===== src/rtl/ack_gen_q.sv =====
`default_nettype none
// ============================================================================
//  Module   : ack_gen_q
//  Purpose  : In-order acknowledge generator for peripheral bus slaves.
//             Holds up to DEPTH outstanding read/write requests, each with
//             its own latency (per-direction base + runtime wait states).
//             Every entry counts down concurrently, but acks are released
//             strictly in request order from the queue head.
//
//  Ports    : clk_i        clock, rising edge
//             rst_i        synchronous active-high reset (flushes queue)
//             ce_i         clock enable; low freezes all state
//             req_i        request strobe
//             we_i         request direction, 1 = write
//             id_i         request ID
//             wait_i       extra wait states for this request (0-15)
//             ready_o      queue can accept (count_o < DEPTH)
//             ack_o        acknowledge, active level is ~ACK_LEVEL
//             ack_we_o     direction of the acked request (0 when idle)
//             ack_id_o     ID of the acked request (0 when idle)
//             ack_ready_i  consumer accepts ack (hold build only)
//             count_o      number of outstanding entries (0..DEPTH)
//             ovf_o        sticky: a request was dropped while full
//
//  Build option : define ACK_GEN_Q_HOLD_EN to hold the head ack until
//                 ack_ready_i is high. Without it the ack is a one
//                 ce-cycle pulse and ack_ready_i is ignored.
//
//  Revision : 1.0  initial release
// ============================================================================
module ack_gen_q #(
   parameter int   ID_W          = 4,
   parameter int   DEPTH         = 4,
   parameter int   READ_STAGES   = 3,
   parameter int   WRITE_STAGES  = 1,
   parameter logic ACK_LEVEL     = 1'b0
) (
   input  logic                       clk_i,
   input  logic                       rst_i,
   input  logic                       ce_i,
   input  logic                       req_i,
   input  logic                       we_i,
   input  logic [ID_W-1:0]            id_i,
   input  logic [3:0]                 wait_i,
   output logic                       ready_o,
   output logic                       ack_o,
   output logic                       ack_we_o,
   output logic [ID_W-1:0]            ack_id_o,
   input  logic                       ack_ready_i,
   output logic [$clog2(DEPTH):0]     count_o,
   output logic                       ovf_o
);

   localparam int c_PTR_W    = $clog2(DEPTH);
   localparam int c_CNT_W    = c_PTR_W + 1;
   localparam int c_MAX_ST   = (READ_STAGES > WRITE_STAGES) ? READ_STAGES : WRITE_STAGES;
   // Wide enough for the largest base latency plus 15 wait states.
   localparam int c_LAT_RAW  = $clog2(c_MAX_ST + 16);
   localparam int c_LAT_W    = (c_LAT_RAW > 5) ? c_LAT_RAW : 5;

   localparam logic [c_LAT_W-1:0] c_LAT_ONE  = c_LAT_W'(1);
   localparam logic [c_LAT_W-1:0] c_RD_BASE  = c_LAT_W'(READ_STAGES);
   localparam logic [c_LAT_W-1:0] c_WR_BASE  = c_LAT_W'(WRITE_STAGES);
   localparam logic [c_CNT_W-1:0] c_CNT_ONE  = c_CNT_W'(1);
   localparam logic [c_CNT_W-1:0] c_CNT_FULL = c_CNT_W'(DEPTH);
   localparam logic [c_PTR_W-1:0] c_PTR_ONE  = c_PTR_W'(1);

   // Queue storage
   logic               r_valid [DEPTH];
   logic               r_we    [DEPTH];
   logic [ID_W-1:0]    r_id    [DEPTH];
   logic [c_LAT_W-1:0] r_cnt   [DEPTH];

   logic [c_PTR_W-1:0] r_wr_ptr;
   logic [c_PTR_W-1:0] r_rd_ptr;
   logic [c_CNT_W-1:0] r_count;
   logic               r_ovf;

   logic               w_ready;
   logic               w_acc;
   logic               w_pop;
   logic               w_ack_act;
   logic [c_LAT_W-1:0] w_lat;
   logic [c_LAT_W-1:0] w_load;

   // ------------------------------------------------------------------
   // Request side
   // ------------------------------------------------------------------
   assign w_ready = (r_count != c_CNT_FULL);
   assign w_acc   = ce_i & req_i & w_ready;

   assign w_lat   = (we_i ? c_WR_BASE : c_RD_BASE)
                  + {{(c_LAT_W-4){1'b0}}, wait_i};
   // A zero latency still needs one cycle to present the ack.
   assign w_load  = (w_lat == '0) ? '0 : (w_lat - c_LAT_ONE);

   // ------------------------------------------------------------------
   // Head / ack side
   // ------------------------------------------------------------------
   assign w_ack_act = r_valid[r_rd_ptr] & (r_cnt[r_rd_ptr] == '0);

`ifdef ACK_GEN_Q_HOLD_EN
   assign w_pop = ce_i & w_ack_act & ack_ready_i;
`else
   assign w_pop = ce_i & w_ack_act;
   logic w_unused_ack_ready;
   assign w_unused_ack_ready = ack_ready_i;
`endif

   // ------------------------------------------------------------------
   // Per-entry storage and timers. All valid entries count down
   // together so that a younger entry already expired acks immediately
   // after the head pops.
   // ------------------------------------------------------------------
   for (genvar g = 0; g < DEPTH; g++) begin : g_entry
      localparam logic [c_PTR_W-1:0] c_IDX = c_PTR_W'(g);

      always_ff @(posedge clk_i) begin
         if (rst_i) begin
            r_valid[g] <= 1'b0;
            r_we[g]    <= 1'b0;
            r_id[g]    <= '0;
            r_cnt[g]   <= '0;
         end else if (ce_i) begin
            if (w_acc && (r_wr_ptr == c_IDX)) begin
               // Write slot is never the slot being popped: it is free.
               r_valid[g] <= 1'b1;
               r_we[g]    <= we_i;
               r_id[g]    <= id_i;
               r_cnt[g]   <= w_load;
            end else begin
               if (w_pop && (r_rd_ptr == c_IDX)) begin
                  r_valid[g] <= 1'b0;
               end
               if (r_valid[g] && (r_cnt[g] != '0)) begin
                  r_cnt[g] <= r_cnt[g] - c_LAT_ONE;
               end
            end
         end
      end
   end

   // ------------------------------------------------------------------
   // Pointers, occupancy, overflow flag
   // ------------------------------------------------------------------
   always_ff @(posedge clk_i) begin
      if (rst_i) begin
         r_wr_ptr <= '0;
         r_rd_ptr <= '0;
         r_count  <= '0;
         r_ovf    <= 1'b0;
      end else if (ce_i) begin
         if (w_acc) begin
            r_wr_ptr <= r_wr_ptr + c_PTR_ONE;
         end
         if (w_pop) begin
            r_rd_ptr <= r_rd_ptr + c_PTR_ONE;
         end
         case ({w_acc, w_pop})
            2'b10:   r_count <= r_count + c_CNT_ONE;
            2'b01:   r_count <= r_count - c_CNT_ONE;
            default: r_count <= r_count;
         endcase
         if (req_i && !w_ready) begin
            r_ovf <= 1'b1;
         end
      end
   end

   // ------------------------------------------------------------------
   // Outputs: purely from registered state
   // ------------------------------------------------------------------
   always_comb begin
      ack_o    = ACK_LEVEL;
      ack_we_o = 1'b0;
      ack_id_o = '0;
      if (w_ack_act) begin
         ack_o    = ~ACK_LEVEL;
         ack_we_o = r_we[r_rd_ptr];
         ack_id_o = r_id[r_rd_ptr];
      end
   end

   assign ready_o = w_ready;
   assign count_o = r_count;
   assign ovf_o   = r_ovf;

endmodule
`default_nettype wire

===== config.mk =====
export PLATFORM = sky130hd
export DESIGN_NAME = ack_gen_q
export DESIGN_NICKNAME = d
export VERILOG_FILES = /design/src/rtl/ack_gen_q.sv
export SDC_FILE = /design/constraint.sdc
export NUM_CORES = 1
export LEC_CHECK = 0
export BUFFER_PORTS_ARGS = -buffer_cell sky130_fd_sc_hd__buf_2
export CORE_MARGIN = 3
export CORE_UTILIZATION = 45
export CTS_BUF_LIST = sky130_fd_sc_hd__clkbuf_8 sky130_fd_sc_hd__clkbuf_16
export CTS_CLUSTER_SIZE = 20
export DETAILED_ROUTE_END_ITERATION = 8
export PLACE_DENSITY_LB_ADDON = 0.1
export SYNTH_ARGS = -nofsm -noshare
export SYNTH_HDL_FRONTEND = slang
export SYNTH_SLANG_ARGS = --single-unit

===== constraint.sdc =====
create_clock -name clk_i -period 4.3 [get_ports clk_i]
set_clock_uncertainty 0.15 [all_clocks]
set_input_delay 0.43 -clock clk_i [delete_from_list [all_inputs] [get_ports clk_i]]
set_output_delay 0.43 -clock clk_i [all_outputs]
set_load 0.05 [all_outputs]

==> impl_metrics.prom, run 1 <==
# TYPE chip_impl_metric gauge
chip_impl_info{name="status",value="finished clean"} 1
chip_impl_metric{name="grt-ovfl-total",unit=""} 0
chip_impl_metric{name="post_synth.cell_area_avg",unit="sq um"} 11.0
chip_impl_metric{name="number_of_buffers_created_by_cts",unit=""} 5
chip_impl_metric{name="detailroute.via_count",unit=""} 2247
chip_impl_metric{name="detail_route.first_pass.iterations",unit=""} 5
chip_impl_metric{name="max_freq",unit="GHz"} 0.324
chip_impl_metric{name="total_leakage_power",unit="nW"} 1.41
chip_impl_metric{name="timing_hold_violations_final",unit=""} 0
chip_impl_metric{name="critPathRequiredTime",unit="ns"} 3.72
chip_impl_metric{name="grt_pass1_wl",unit="mm"} 10.9
chip_impl_metric{name="numPlacedInstances",unit=""} 398
chip_impl_metric{name="place.port_buffers",unit=""} 23
chip_impl_metric{name="worst_slew_margin_rel",unit="%"} 31.3
chip_impl_metric{name="htree_num_levels",unit=""} 2
chip_impl_metric{name="initial_core_util",unit="%"} 48.1
chip_impl_info{name="worstSetupPathType",value="flip-flop to output pin"} 1
chip_impl_metric{name="final.min_clock_period",unit="ns"} 3.09
chip_impl_info{name="most_common_cell_after_layout_fill_and_taps_aside",value="sky130_fd_sc_hd__edfxtp_1"} 1
chip_impl_metric{name="sequential_share_of_the_synthesized_area",unit="%"} 47.9
chip_impl_metric{name="p_clk_share",unit="%"} 27.9
chip_impl_info{name="cts_root_buffer",value="sky130_fd_sc_hd__clkbuf_8"} 1
chip_impl_metric{name="place.gp.congestion",unit=""} 0.840
chip_impl_metric{name="clk_pin_slew_worst_paths",unit="ns"} 0.11
chip_impl_metric{name="critical_path.max_fanout",unit=""} 9
chip_impl_metric{name="fp.dieArea",unit="sq um"} 8100
chip_impl_metric{name="cts-hold-fix-buffers",unit=""} 0
chip_impl_metric{name="routed_wirelength",unit="mm"} 6.50
chip_impl_metric{name="route.detailed.drc",unit=""} 0
chip_impl_metric{name="netlist-cell-type-count",unit=""} 51
chip_impl_metric{name="cp.arrival",unit="ns"} 2.51
chip_impl_metric{name="setup_viol",unit=""} 0
chip_impl_metric{name="flow.area_growth_from_synthesis",unit="%"} 9.22
chip_impl_metric{name="drv.max_cap_violation_count",unit=""} 0
chip_impl_metric{name="routed_via_density",unit=""} 5.53
chip_impl_metric{name="combPwrFrac",unit="%"} 15.5
chip_impl_metric{name="async_flop_share",unit="%"} 0
chip_impl_metric{name="drive_above_1_share",unit="%"} 11.8
chip_impl_metric{name="core_region_area",unit="sq um"} 6600
chip_impl_metric{name="grt_total_usage",unit="%"} 16.4
chip_impl_metric{name="tns",unit="ns"} 0
chip_impl_metric{name="maximum_number_of_pins_on_one_net_before_global_route_repair",unit=""} 21
chip_impl_metric{name="floorplan.die.width",unit="um"} 90.0
chip_impl_info{name="layout_common_cells",value="sky130_fd_sc_hd__edfxtp_1, sky130_fd_sc_hd__inv_1, sky130_fd_sc_hd__buf_2"} 1
chip_impl_metric{name="pwr-share-seq",unit="%"} 56.6
chip_impl_metric{name="design.portCount",unit=""} 25
chip_impl_metric{name="grt_antenna_before_repair",unit=""} 0
chip_impl_info{name="min-delay-start",value="id_i[3]"} 1
chip_impl_metric{name="die_h",unit="um"} 90.0
chip_impl_metric{name="synth.yosys.warnings",unit=""} 0
chip_impl_metric{name="first_global_vias",unit=""} 2119
chip_impl_metric{name="insertedDiodeCount",unit=""} 0
chip_impl_metric{name="clk_latency",unit="ns"} 0.32
chip_impl_metric{name="edff_count_synth",unit=""} 44
chip_impl_info{name="crit_path_end_kind",value="output pin"} 1
chip_impl_metric{name="finalNonFillerCells",unit=""} 406
chip_impl_metric{name="switching_share",unit="%"} 28.6
chip_impl_info{name="timing.critical_path.from_type",value="flip-flop"} 1
chip_impl_metric{name="power_switching",unit="mW"} 0.312
chip_impl_metric{name="number_of_clock_sinks_seen_by_cts",unit=""} 54
chip_impl_metric{name="post_cts_resize_count",unit=""} 0
chip_impl_metric{name="drt_iter0_drc",unit=""} 208
chip_impl_metric{name="fin_crit_share",unit="%"} 71.9
chip_impl_metric{name="cts.path.max_buffers",unit=""} 2
chip_impl_metric{name="p_int",unit="mW"} 0.779
chip_impl_metric{name="fillerInstances",unit=""} 605
chip_impl_metric{name="num-nets-final",unit=""} 345
chip_impl_info{name="postSynth.topFlopCell",value="sky130_fd_sc_hd__edfxtp_1"} 1
chip_impl_info{name="unrepaired_setup_endpoints_after_global_routing",value="no"} 1
chip_impl_metric{name="cts.repair_timing.setup_buffer_count",unit=""} 0
chip_impl_metric{name="mappedNetlistArea",unit="sq um"} 3180
chip_impl_metric{name="synth_seq_cells",unit=""} 54
chip_impl_metric{name="std_cell_rows",unit=""} 29
chip_impl_info{name="tritoncts",value="yes"} 1
chip_impl_metric{name="power.ir.vdd_worst",unit="mV"} 0.137
chip_impl_metric{name="postSynthCellCount",unit=""} 288
chip_impl_metric{name="slew_violations",unit=""} 0
chip_impl_info{name="worstReg2RegStart",value="r_cnt[3][2]"} 1
chip_impl_info{name="worst_min_path_class",value="input port to flip-flop"} 1
chip_impl_metric{name="wl_per_cell",unit="um"} 16.0
chip_impl_metric{name="pwr_per_cell_area",unit="nW/um^2"} 314
chip_impl_metric{name="antenna_left",unit=""} 0
chip_impl_metric{name="synth.net_count",unit=""} 321
chip_impl_metric{name="worstMarginPinSlew",unit="ns"} 1.02
chip_impl_metric{name="post-dp-hpwl",unit="mm"} 4.78
-- worst max-delay path, stage by stage, from the launching register on --
cell,delay [ns]
sky130_fd_sc_hd__dfxtp_1,0.64
sky130_fd_sc_hd__nor2_1,0.09
sky130_fd_sc_hd__and3_1,0.25
sky130_fd_sc_hd__o31ai_1,0.86
sky130_fd_sc_hd__nor2b_1,0.11
sky130_fd_sc_hd__buf_2,0.25
-- synthesized netlist by cell type (2+ instances only) --
cell type / n / share of area, %
sky130_fd_sc_hd__a21oi_1: 10 / 1.6
sky130_fd_sc_hd__and2_1: 5 / 0.98
sky130_fd_sc_hd__and3_1: 17 / 3.3
sky130_fd_sc_hd__buf_2: 2 / 0.32
sky130_fd_sc_hd__clkbuf_1: 3 / 0.35
sky130_fd_sc_hd__dfxtp_1: 10 / 6.3
sky130_fd_sc_hd__edfxtp_1: 44 / 42
sky130_fd_sc_hd__fa_1: 2 / 1.3
sky130_fd_sc_hd__ha_1: 17 / 6.7
sky130_fd_sc_hd__inv_1: 35 / 4.1
sky130_fd_sc_hd__mux2_1: 2 / 0.71
sky130_fd_sc_hd__mux2i_1: 2 / 0.63
sky130_fd_sc_hd__mux4_1: 5 / 4.1
sky130_fd_sc_hd__nand2_1: 15 / 1.8
sky130_fd_sc_hd__nand2b_1: 3 / 0.59
sky130_fd_sc_hd__nand3_1: 5 / 0.79
sky130_fd_sc_hd__nand3b_1: 2 / 0.47
sky130_fd_sc_hd__nand4_1: 3 / 0.59
sky130_fd_sc_hd__nor2_1: 21 / 2.5
sky130_fd_sc_hd__nor2b_1: 10 / 2.0
sky130_fd_sc_hd__nor3_1: 3 / 0.47
sky130_fd_sc_hd__nor3b_1: 3 / 0.71
sky130_fd_sc_hd__nor4_1: 2 / 0.39
sky130_fd_sc_hd__o211ai_1: 3 / 0.71
sky130_fd_sc_hd__o21ai_0: 11 / 1.7
sky130_fd_sc_hd__o22ai_1: 15 / 3.0
sky130_fd_sc_hd__o31a_1: 2 / 0.55
sky130_fd_sc_hd__o32ai_1: 4 / 1.1
sky130_fd_sc_hd__xnor2_1: 9 / 2.5
sky130_fd_sc_hd__xor2_1: 2 / 0.55
-- power by group through the flow --
| stage | Sequential, mW | Combinational, mW | Clock, mW |
|---|---|---|---|
| CTS | 0.617 | 0.170 | 0.310 |
| floorplan | 0.627 | 0.122 | 0 |
| detailed placement | 0.629 | 0.169 | 0 |
| global placement | 0.628 | 0.168 | 0 |
| global route | 0.621 | 0.190 | 0.324 |
| finish | 0.617 | 0.169 | 0.304 |
-- registers in the layout, indices dropped and copies added (netlist names), named ones only --
name / cells
r_valid: 4
r_we: 4
r_wr_ptr: 2
ovf_o: 1
count_o: 3
r_id: 16
r_cnt: 20
r_rd_ptr: 2
-- metrics by stage --
step / area (sq um) / total power [mW] / util [%] / setup slack [ns] / hold WS (ns)
after floorplan: 3180 / 0.749 / - / 1.32 / 0.350
after global placement: 3380 / 0.796 / 51.1 / 1.44 / 0.300
after detailed placement: 3380 / 0.798 / 51.1 / 1.45 / 0.309
after CTS: 3470 / 1.10 / 52.5 / 1.13 / 0.294
after global routing: 3470 / 1.14 / 52.5 / 0.976 / 0.307
final: 3470 / 1.09 / 52.5 / 1.21 / 0.299
-- final cells by class --
class / instances / area, sq um / area share [%]
Multi-Input combinational cell: 192 / 1480 / 42.8
Clock inverter: 3 / 25.0 / 0.721
Timing Repair Buffer: 24 / 123 / 3.53
Sequential cell: 54 / 1520 / 43.9
Clock buffer: 5 / 68.8 / 1.98
Tap cell: 93 / 116 / 3.35
Inverter: 35 / 131 / 3.79
-- layer usage --
| metal | wire length, um | track usage, % | vias up |
|---|---|---|---|
| li1 | - | - | 1111 |
| met1 | 3330 | 24.9 | 1074 |
| met2 | 2850 | 24.0 | 57 |
| met3 | 266 | 3.26 | 5 |
| met4 | 53 | 4.08 | 0 |
| met5 | 0 | 0 | - |
-- logic make-up (layout without fill, tap and decap cells) --
family                     Yosys count  after routing  synth area share (%)
adders and majority gates           19             19                  7.96
muxes                                9              9                  5.47
AOI/OAI and AO/OA                   57             57                  13.4
xor gates and xnor gates            11             11                  3.03
DFF                                 54             54                  47.9
buffers and inverters               42             67                  5.40
and+or+nand+nor                     96             96                  16.8
-- worst paths after layout --
path	cells after the start	slack, ns	end
max	5	1.21	ack_id_o[0]
min	2	0.30	r_id[0][3]
max reg2reg	11	1.45	count_o[2]
min reg2reg	2	0.33	ovf_o
(Power assumes the default switching activity.)
==> inputs of run 2 (changes only) <==
Clock period 4.3 ns to 2.72 ns, I/O delays scaled along.
==> impl_metrics.prom, run 2 (same netlist as run 1, synthesis figures left out) <==
# TYPE chip_impl_metric gauge
chip_impl_metric{name="timing_hold_violations_final",unit=""} 0
chip_impl_metric{name="wl_per_cell",unit="um"} 15.7
chip_impl_metric{name="number_of_buffers_created_by_cts",unit=""} 5
chip_impl_metric{name="insertedDiodeCount",unit=""} 0
chip_impl_metric{name="core_region_area",unit="sq um"} 6600
chip_impl_metric{name="clk_pin_slew_worst_paths",unit="ns"} 0.11
chip_impl_info{name="min-delay-start",value="rst_i"} 1
chip_impl_metric{name="worstRegToRegCells",unit=""} 11
chip_impl_metric{name="final.min_clock_period",unit="ns"} 2.68
chip_impl_metric{name="power_switching",unit="mW"} 0.494
chip_impl_metric{name="detailroute.via_count",unit=""} 2303
chip_impl_metric{name="floorplan.die.width",unit="um"} 90.0
chip_impl_metric{name="flow.area_growth_from_synthesis",unit="%"} 14.0
chip_impl_metric{name="route.detailed.drc",unit=""} 0
chip_impl_info{name="worst_min_path_class",value="input port to flip-flop"} 1
chip_impl_metric{name="num-nets-final",unit=""} 360
chip_impl_metric{name="design.portCount",unit=""} 25
chip_impl_metric{name="initial_core_util",unit="%"} 48.1
chip_impl_metric{name="max_freq",unit="GHz"} 0.373
chip_impl_metric{name="drv.max_cap_violation_count",unit=""} 0
chip_impl_info{name="status",value="finished clean"} 1
chip_impl_metric{name="combPwrFrac",unit="%"} 17.2
chip_impl_metric{name="finalNonFillerCells",unit=""} 421
chip_impl_metric{name="critical_path.max_fanout",unit=""} 2
chip_impl_metric{name="fin_util",unit="%"} 54.9
chip_impl_metric{name="cts-hold-fix-buffers",unit=""} 0
chip_impl_metric{name="grt_pass1_wl",unit="mm"} 11.0
chip_impl_info{name="timing.critical_path.from_type",value="flip-flop"} 1
chip_impl_info{name="crit_path_end_kind",value="flip-flop"} 1
chip_impl_info{name="timing.critical_path.slowest_stage_cell",value="sky130_fd_sc_hd__or4_4"} 1
chip_impl_info{name="cts_root_buffer",value="sky130_fd_sc_hd__clkbuf_8"} 1
chip_impl_metric{name="die_h",unit="um"} 90.0
chip_impl_metric{name="total_leakage_power",unit="nW"} 1.50
chip_impl_metric{name="largest_reg_flops",unit=""} 20
chip_impl_info{name="tritoncts",value="yes"} 1
chip_impl_metric{name="cp.arrival",unit="ns"} 2.74
chip_impl_metric{name="layout_setup_ws",unit="ns"} 0.0375
chip_impl_metric{name="routed_via_density",unit=""} 5.47
chip_impl_metric{name="switching_share",unit="%"} 28.2
chip_impl_metric{name="number_of_clock_sinks_seen_by_cts",unit=""} 54
chip_impl_info{name="max_flop_register",value="r_cnt"} 1
chip_impl_metric{name="fillerInstances",unit=""} 599
chip_impl_info{name="critPathLaunch",value="r_cnt[3][2]"} 1
chip_impl_metric{name="setup_viol",unit=""} 0
chip_impl_metric{name="clk_latency",unit="ns"} 0.32
chip_impl_info{name="most_common_cell_after_layout_fill_and_taps_aside",value="sky130_fd_sc_hd__edfxtp_1"} 1
chip_impl_metric{name="fp.dieArea",unit="sq um"} 8100
chip_impl_metric{name="place.port_buffers",unit=""} 23
chip_impl_metric{name="grt-ovfl-total",unit=""} 0
chip_impl_info{name="crit_path_cell_trace",value="or4_4, o221ai_4, o311ai_4, inv_1, ha_2, inv_2, fa_2, xnor2_2, nand2_1, xor2_1, nor2_1"} 1
chip_impl_metric{name="place.gp.congestion",unit=""} 0.838
chip_impl_metric{name="cts.path.max_buffers",unit=""} 2
chip_impl_metric{name="detail_route.first_pass.iterations",unit=""} 4
chip_impl_info{name="worstSetupPathType",value="flip-flop to flip-flop"} 1
chip_impl_metric{name="slew_violations",unit=""} 0
chip_impl_metric{name="worst_slew_margin_rel",unit="%"} 65.6
chip_impl_metric{name="pwr-share-seq",unit="%"} 55.6
chip_impl_metric{name="post-dp-hpwl",unit="mm"} 4.99
chip_impl_metric{name="drive_above_1_share",unit="%"} 18.6
chip_impl_metric{name="numPlacedInstances",unit=""} 412
chip_impl_metric{name="grt_total_usage",unit="%"} 16.6
chip_impl_metric{name="worstHoldPathCells",unit=""} 2
chip_impl_metric{name="power.ir.vdd_worst",unit="mV"} 0.306
chip_impl_metric{name="drt_iter0_drc",unit=""} 172
chip_impl_metric{name="fin_crit_share",unit="%"} 98.6
chip_impl_metric{name="grt_antenna_before_repair",unit=""} 0
chip_impl_info{name="layout_common_cells",value="sky130_fd_sc_hd__edfxtp_1, sky130_fd_sc_hd__inv_1, sky130_fd_sc_hd__nor2_1"} 1
chip_impl_info{name="unrepaired_setup_endpoints_after_global_routing",value="yes"} 1
chip_impl_metric{name="htree_num_levels",unit=""} 2
chip_impl_metric{name="cpPeakStageDelay",unit="ns"} 0.57
chip_impl_info{name="reg_top3",value="r_cnt: 20 flops, r_id: 16 flops"} 1
chip_impl_metric{name="worstMarginPinSlew",unit="ns"} 0.515
chip_impl_metric{name="p_clk_share",unit="%"} 27.2
chip_impl_metric{name="critPathRequiredTime",unit="ns"} 2.78
chip_impl_metric{name="first_global_vias",unit=""} 2208
chip_impl_metric{name="finalPower",unit="mW"} 1.75
chip_impl_metric{name="place_worst_setup_slack",unit="ns"} 0.0308
chip_impl_metric{name="maximum_number_of_pins_on_one_net_before_global_route_repair",unit=""} 21
chip_impl_metric{name="routed_wirelength",unit="mm"} 6.59
chip_impl_info{name="worstReg2RegStart",value="r_cnt[3][2]"} 1
chip_impl_metric{name="antenna_left",unit=""} 0
chip_impl_metric{name="p_int",unit="mW"} 1.26
chip_impl_metric{name="pwr_per_cell_area",unit="nW/um^2"} 483
chip_impl_metric{name="std_cell_rows",unit=""} 29
chip_impl_metric{name="setup.reg_to_reg.worst_slack",unit="ns"} 0.04
run 2: changes by cell type in the layout (fill, tap and decap cells not counted), moves of 2 or more:
| cell | before | now |
|---|---|---|
| sky130_fd_sc_hd__inv_1 | 35 | 33 |
| sky130_fd_sc_hd__nor4_1 | 2 | 0 |
| sky130_fd_sc_hd__buf_2 | 23 | 20 |
| sky130_fd_sc_hd__nor4_2 | 0 | 2 |
| sky130_fd_sc_hd__inv_2 | 0 | 2 |
| sky130_fd_sc_hd__clkbuf_4 | 0 | 3 |
| sky130_fd_sc_hd__buf_4 | 1 | 16 |
run 2: worst paths after layout:
check,to
worst max-delay path,count_o[2]
worst min-delay path,r_wr_ptr[1]
worst max register to register,count_o[2]
worst min register to register,ovf_o
run 2: cell type report:
cell class                 instances  area, sq um  share of cell area, %
tap                               93          116                   3.21
inverter                          35          131                   3.63
clock inverter                     3         26.3                  0.725
timing repair buffer              39          243                   6.70
multi-input combinational        192         1510                   41.8
sequential                        54         1520                   42.0
clock buffer                       5         68.8                   1.90
run 2: repair_timing:
| action | CTS | global route |
|---|---|---|
| endpoints found under the setup margin | 0 | 6 |
| buffers inserted | 0 | 1 |
| gates resized for setup | 0 | 9 |
run 2: through the flow:
stage | area [sq um] | hold WS [ns] | setup TNS, ns
detailed placement | 3490 | 0.306 | 0
global placement | 3490 | 0.298 | 0
CTS | 3580 | 0.133 | 0
finish | 3620 | 0.139 | 0
global route | 3620 | 0.140 | -0.0729
floorplan | 3180 | 0.318 | 0
run 2: critical path, delay by kind of cell (launching register included):
family	cells	cell delay, ns
AND/OR/NAND/NOR	3	0.70
adder cells (fa/ha/maj)	2	0.52
flip-flops	1	0.41
AO/OA/AOI/OAI	2	0.36
XOR/XNOR	2	0.32
buffers and inverters	2	0.12
run 2: power groups by stage:
stage          registers [mW]  clock network [mW]  logic (mW)
6_report                0.972               0.476       0.301
2_1_floorplan           0.991                   0       0.193
4_1_cts                 0.970               0.490       0.299
3_5_place_dp            0.989                   0       0.297
5_1_grt                 0.978               0.525       0.336
3_3_place_gp            0.987                   0       0.295
run 2: per-layer routing:
metal	wire, um	track usage (%)
met1	3180	23.3
met2	3130	27.0
met3	222	3.01
met4	55	3.70
met5	0	0
==> inputs of run 3 (changes only) <==
Settings changed: CELL_PAD_IN_SITES_DETAIL_PLACEMENT from default to 1, CELL_PAD_IN_SITES_GLOBAL_PLACEMENT from default to 2, CORE_UTILIZATION 45 to 36, SLEW_MARGIN from default to 20.
==> impl_metrics.prom, run 3 (same netlist as run 1, synthesis figures left out) <==
# TYPE chip_impl_metric gauge
chip_impl_metric{name="largest_reg_flops",unit=""} 20
chip_impl_metric{name="worstMarginPinSlew",unit="ns"} 0.682
chip_impl_metric{name="flow.area_growth_from_synthesis",unit="%"} 16.8
chip_impl_metric{name="postLayoutCellArea",unit="sq um"} 3710
chip_impl_metric{name="floorplan.die.width",unit="um"} 99.9
chip_impl_info{name="worstSetupPathType",value="flip-flop to flip-flop"} 1
chip_impl_metric{name="finalPower",unit="mW"} 1.79
chip_impl_metric{name="core_region_area",unit="sq um"} 8380
chip_impl_metric{name="insertedDiodeCount",unit=""} 0
chip_impl_metric{name="drive_above_1_share",unit="%"} 20.8
chip_impl_metric{name="drt_iter0_drc",unit=""} 122
chip_impl_metric{name="maximum_number_of_pins_on_one_net_before_global_route_repair",unit=""} 21
chip_impl_metric{name="num-nets-final",unit=""} 369
chip_impl_info{name="cts_root_buffer",value="sky130_fd_sc_hd__clkbuf_8"} 1
chip_impl_metric{name="total_leakage_power",unit="nW"} 1.54
chip_impl_metric{name="cp.arrival",unit="ns"} 2.76
chip_impl_metric{name="antenna_left",unit=""} 0
chip_impl_info{name="layout_common_cells",value="sky130_fd_sc_hd__edfxtp_1, sky130_fd_sc_hd__inv_1, sky130_fd_sc_hd__buf_4"} 1
chip_impl_info{name="crit_path_end_kind",value="flip-flop"} 1
chip_impl_metric{name="final.min_clock_period",unit="ns"} 2.71
chip_impl_metric{name="std_cell_rows",unit=""} 33
chip_impl_metric{name="total_area_of_multi_input_combinational_cells",unit="sq um"} 1510
chip_impl_info{name="most_common_cell_after_layout_fill_and_taps_aside",value="sky130_fd_sc_hd__edfxtp_1"} 1
chip_impl_info{name="tritoncts",value="yes"} 1
chip_impl_metric{name="worst_slew_margin_rel",unit="%"} 54.3
chip_impl_metric{name="timing_hold_violations_final",unit=""} 0
chip_impl_metric{name="post-dp-hpwl",unit="mm"} 5.93
chip_impl_metric{name="clk_pin_slew_worst_paths",unit="ns"} 0.11
chip_impl_metric{name="route.detailed.drc",unit=""} 0
chip_impl_metric{name="critical_path.max_fanout",unit=""} 2
chip_impl_metric{name="tns",unit="ns"} 0
chip_impl_metric{name="fillerInstances",unit=""} 929
chip_impl_metric{name="cts-hold-fix-buffers",unit=""} 0
chip_impl_metric{name="finalNonFillerCells",unit=""} 442
chip_impl_metric{name="regArea",unit="sq um"} 1520
chip_impl_metric{name="drv.max_cap_violation_count",unit=""} 0
chip_impl_info{name="reg_top3",value="r_cnt: 20 flops, r_id: 16 flops"} 1
chip_impl_metric{name="critPathRequiredTime",unit="ns"} 2.77
chip_impl_metric{name="slew_violations",unit=""} 0
chip_impl_metric{name="die_h",unit="um"} 99.9
chip_impl_metric{name="wl_per_cell",unit="um"} 17.5
chip_impl_metric{name="cts.path.max_buffers",unit=""} 2
chip_impl_metric{name="first_global_vias",unit=""} 2365
chip_impl_metric{name="number_of_buffers_created_by_cts",unit=""} 5
chip_impl_info{name="status",value="finished clean"} 1
chip_impl_metric{name="dpl_cell_area",unit="sq um"} 3560
chip_impl_metric{name="grt_antenna_before_repair",unit=""} 0
chip_impl_metric{name="number_of_clock_sinks_seen_by_cts",unit=""} 54
chip_impl_info{name="worst_min_path_class",value="input port to flip-flop"} 1
chip_impl_metric{name="fin_crit_share",unit="%"} 99.6
chip_impl_metric{name="design.portCount",unit=""} 25
chip_impl_info{name="max_flop_register",value="r_cnt"} 1
chip_impl_metric{name="detail_route.first_pass.iterations",unit=""} 4
chip_impl_metric{name="htree_num_levels",unit=""} 2
chip_impl_metric{name="place.gp.congestion",unit=""} 0.754
chip_impl_metric{name="max_freq",unit="GHz"} 0.369
chip_impl_metric{name="pwr_per_cell_area",unit="nW/um^2"} 483
chip_impl_metric{name="clk_latency",unit="ns"} 0.31
chip_impl_metric{name="routed_via_density",unit=""} 5.30
chip_impl_metric{name="fp.dieArea",unit="sq um"} 9990
chip_impl_metric{name="place.port_buffers",unit=""} 23
chip_impl_metric{name="grt-ovfl-total",unit=""} 0
chip_impl_metric{name="power.ir.vdd_worst",unit="mV"} 0.245
chip_impl_metric{name="worst_hold_margin",unit="ns"} 0.144
chip_impl_metric{name="grt_total_usage",unit="%"} 16.2
chip_impl_metric{name="routed_wirelength",unit="mm"} 7.75
chip_impl_metric{name="initial_core_util",unit="%"} 37.9
chip_impl_metric{name="setup_viol",unit=""} 0
chip_impl_metric{name="detailroute.via_count",unit=""} 2342
chip_impl_info{name="timing.critical_path.from_type",value="flip-flop"} 1
chip_impl_info{name="unrepaired_setup_endpoints_after_global_routing",value="yes"} 1
chip_impl_metric{name="numPlacedInstances",unit=""} 432
chip_impl_metric{name="grt_pass1_wl",unit="mm"} 12.5
## run 3: where the power goes
part | switching (mW) | total (mW) | internal (mW) | leakage [nW]
registers | 0.0277 | 0.969 | 0.942 | 0.542
clock network | 0.304 | 0.498 | 0.194 | 0.0506
logic | 0.190 | 0.325 | 0.135 | 0.952
## run 3: worst max-delay path, stage by stage (launching register included)
cell,delay [ns]
sky130_fd_sc_hd__edfxtp_1,0.41
sky130_fd_sc_hd__or4_4,0.57
sky130_fd_sc_hd__o221ai_4,0.23
sky130_fd_sc_hd__o311ai_4,0.14
sky130_fd_sc_hd__inv_1,0.09
sky130_fd_sc_hd__ha_2,0.18
sky130_fd_sc_hd__inv_2,0.04
sky130_fd_sc_hd__fa_2,0.35
sky130_fd_sc_hd__xnor2_2,0.15
sky130_fd_sc_hd__nand2_1,0.08
sky130_fd_sc_hd__xor2_1,0.17
sky130_fd_sc_hd__nor2_1,0.05
## run 3: what timing repair did
action                                  in CTS  in global routing
gates resized for setup                      4                  9
hold endpoints to repair                     0                  0
buffers inserted                             2                  0
endpoints found under the setup margin       7                  6
pin swaps                                    6                  0
## run 3: through the flow
step / utilization (%) / setup slack [ns]
floorplan: - / 0.0483
detailed placement: 42.5 / -0.0674
CTS: 44.0 / -0.00956
global route: 44.3 / -0.101
global placement: 42.5 / 0.0405
finish: 44.3 / 0.0104
## run 3: metal layers
metal	GRT usage [%]	routed length, um	vias to the layer above
li1	-	-	1156
met1	22.7	3740	1147
met2	26.5	3710	31
met3	2.50	210	8
met4	3.78	87	0
met5	0	0	-
## run 3: path summary, 6_finish.rpt
check | depth (start not counted) | to | slack [ns] | startpoint
min reg2reg | 2 | ovf_o | 0.33 | ovf_o
max reg2reg | 11 | count_o[2] | 0.01 | r_cnt[3][3]
min | 2 | r_id[0][1] | 0.14 | id_i[1]
max | 11 | count_o[2] | 0.01 | r_cnt[3][3]
## run 3: final cells by class
type | count | area share [%]
sequential | 54 | 41.0
clock buffer | 5 | 1.85
clock inverter | 3 | 0.775
multi-input combinational | 192 | 40.8
tap | 105 | 3.54
inverter | 35 | 3.54
timing repair buffer | 48 | 8.50
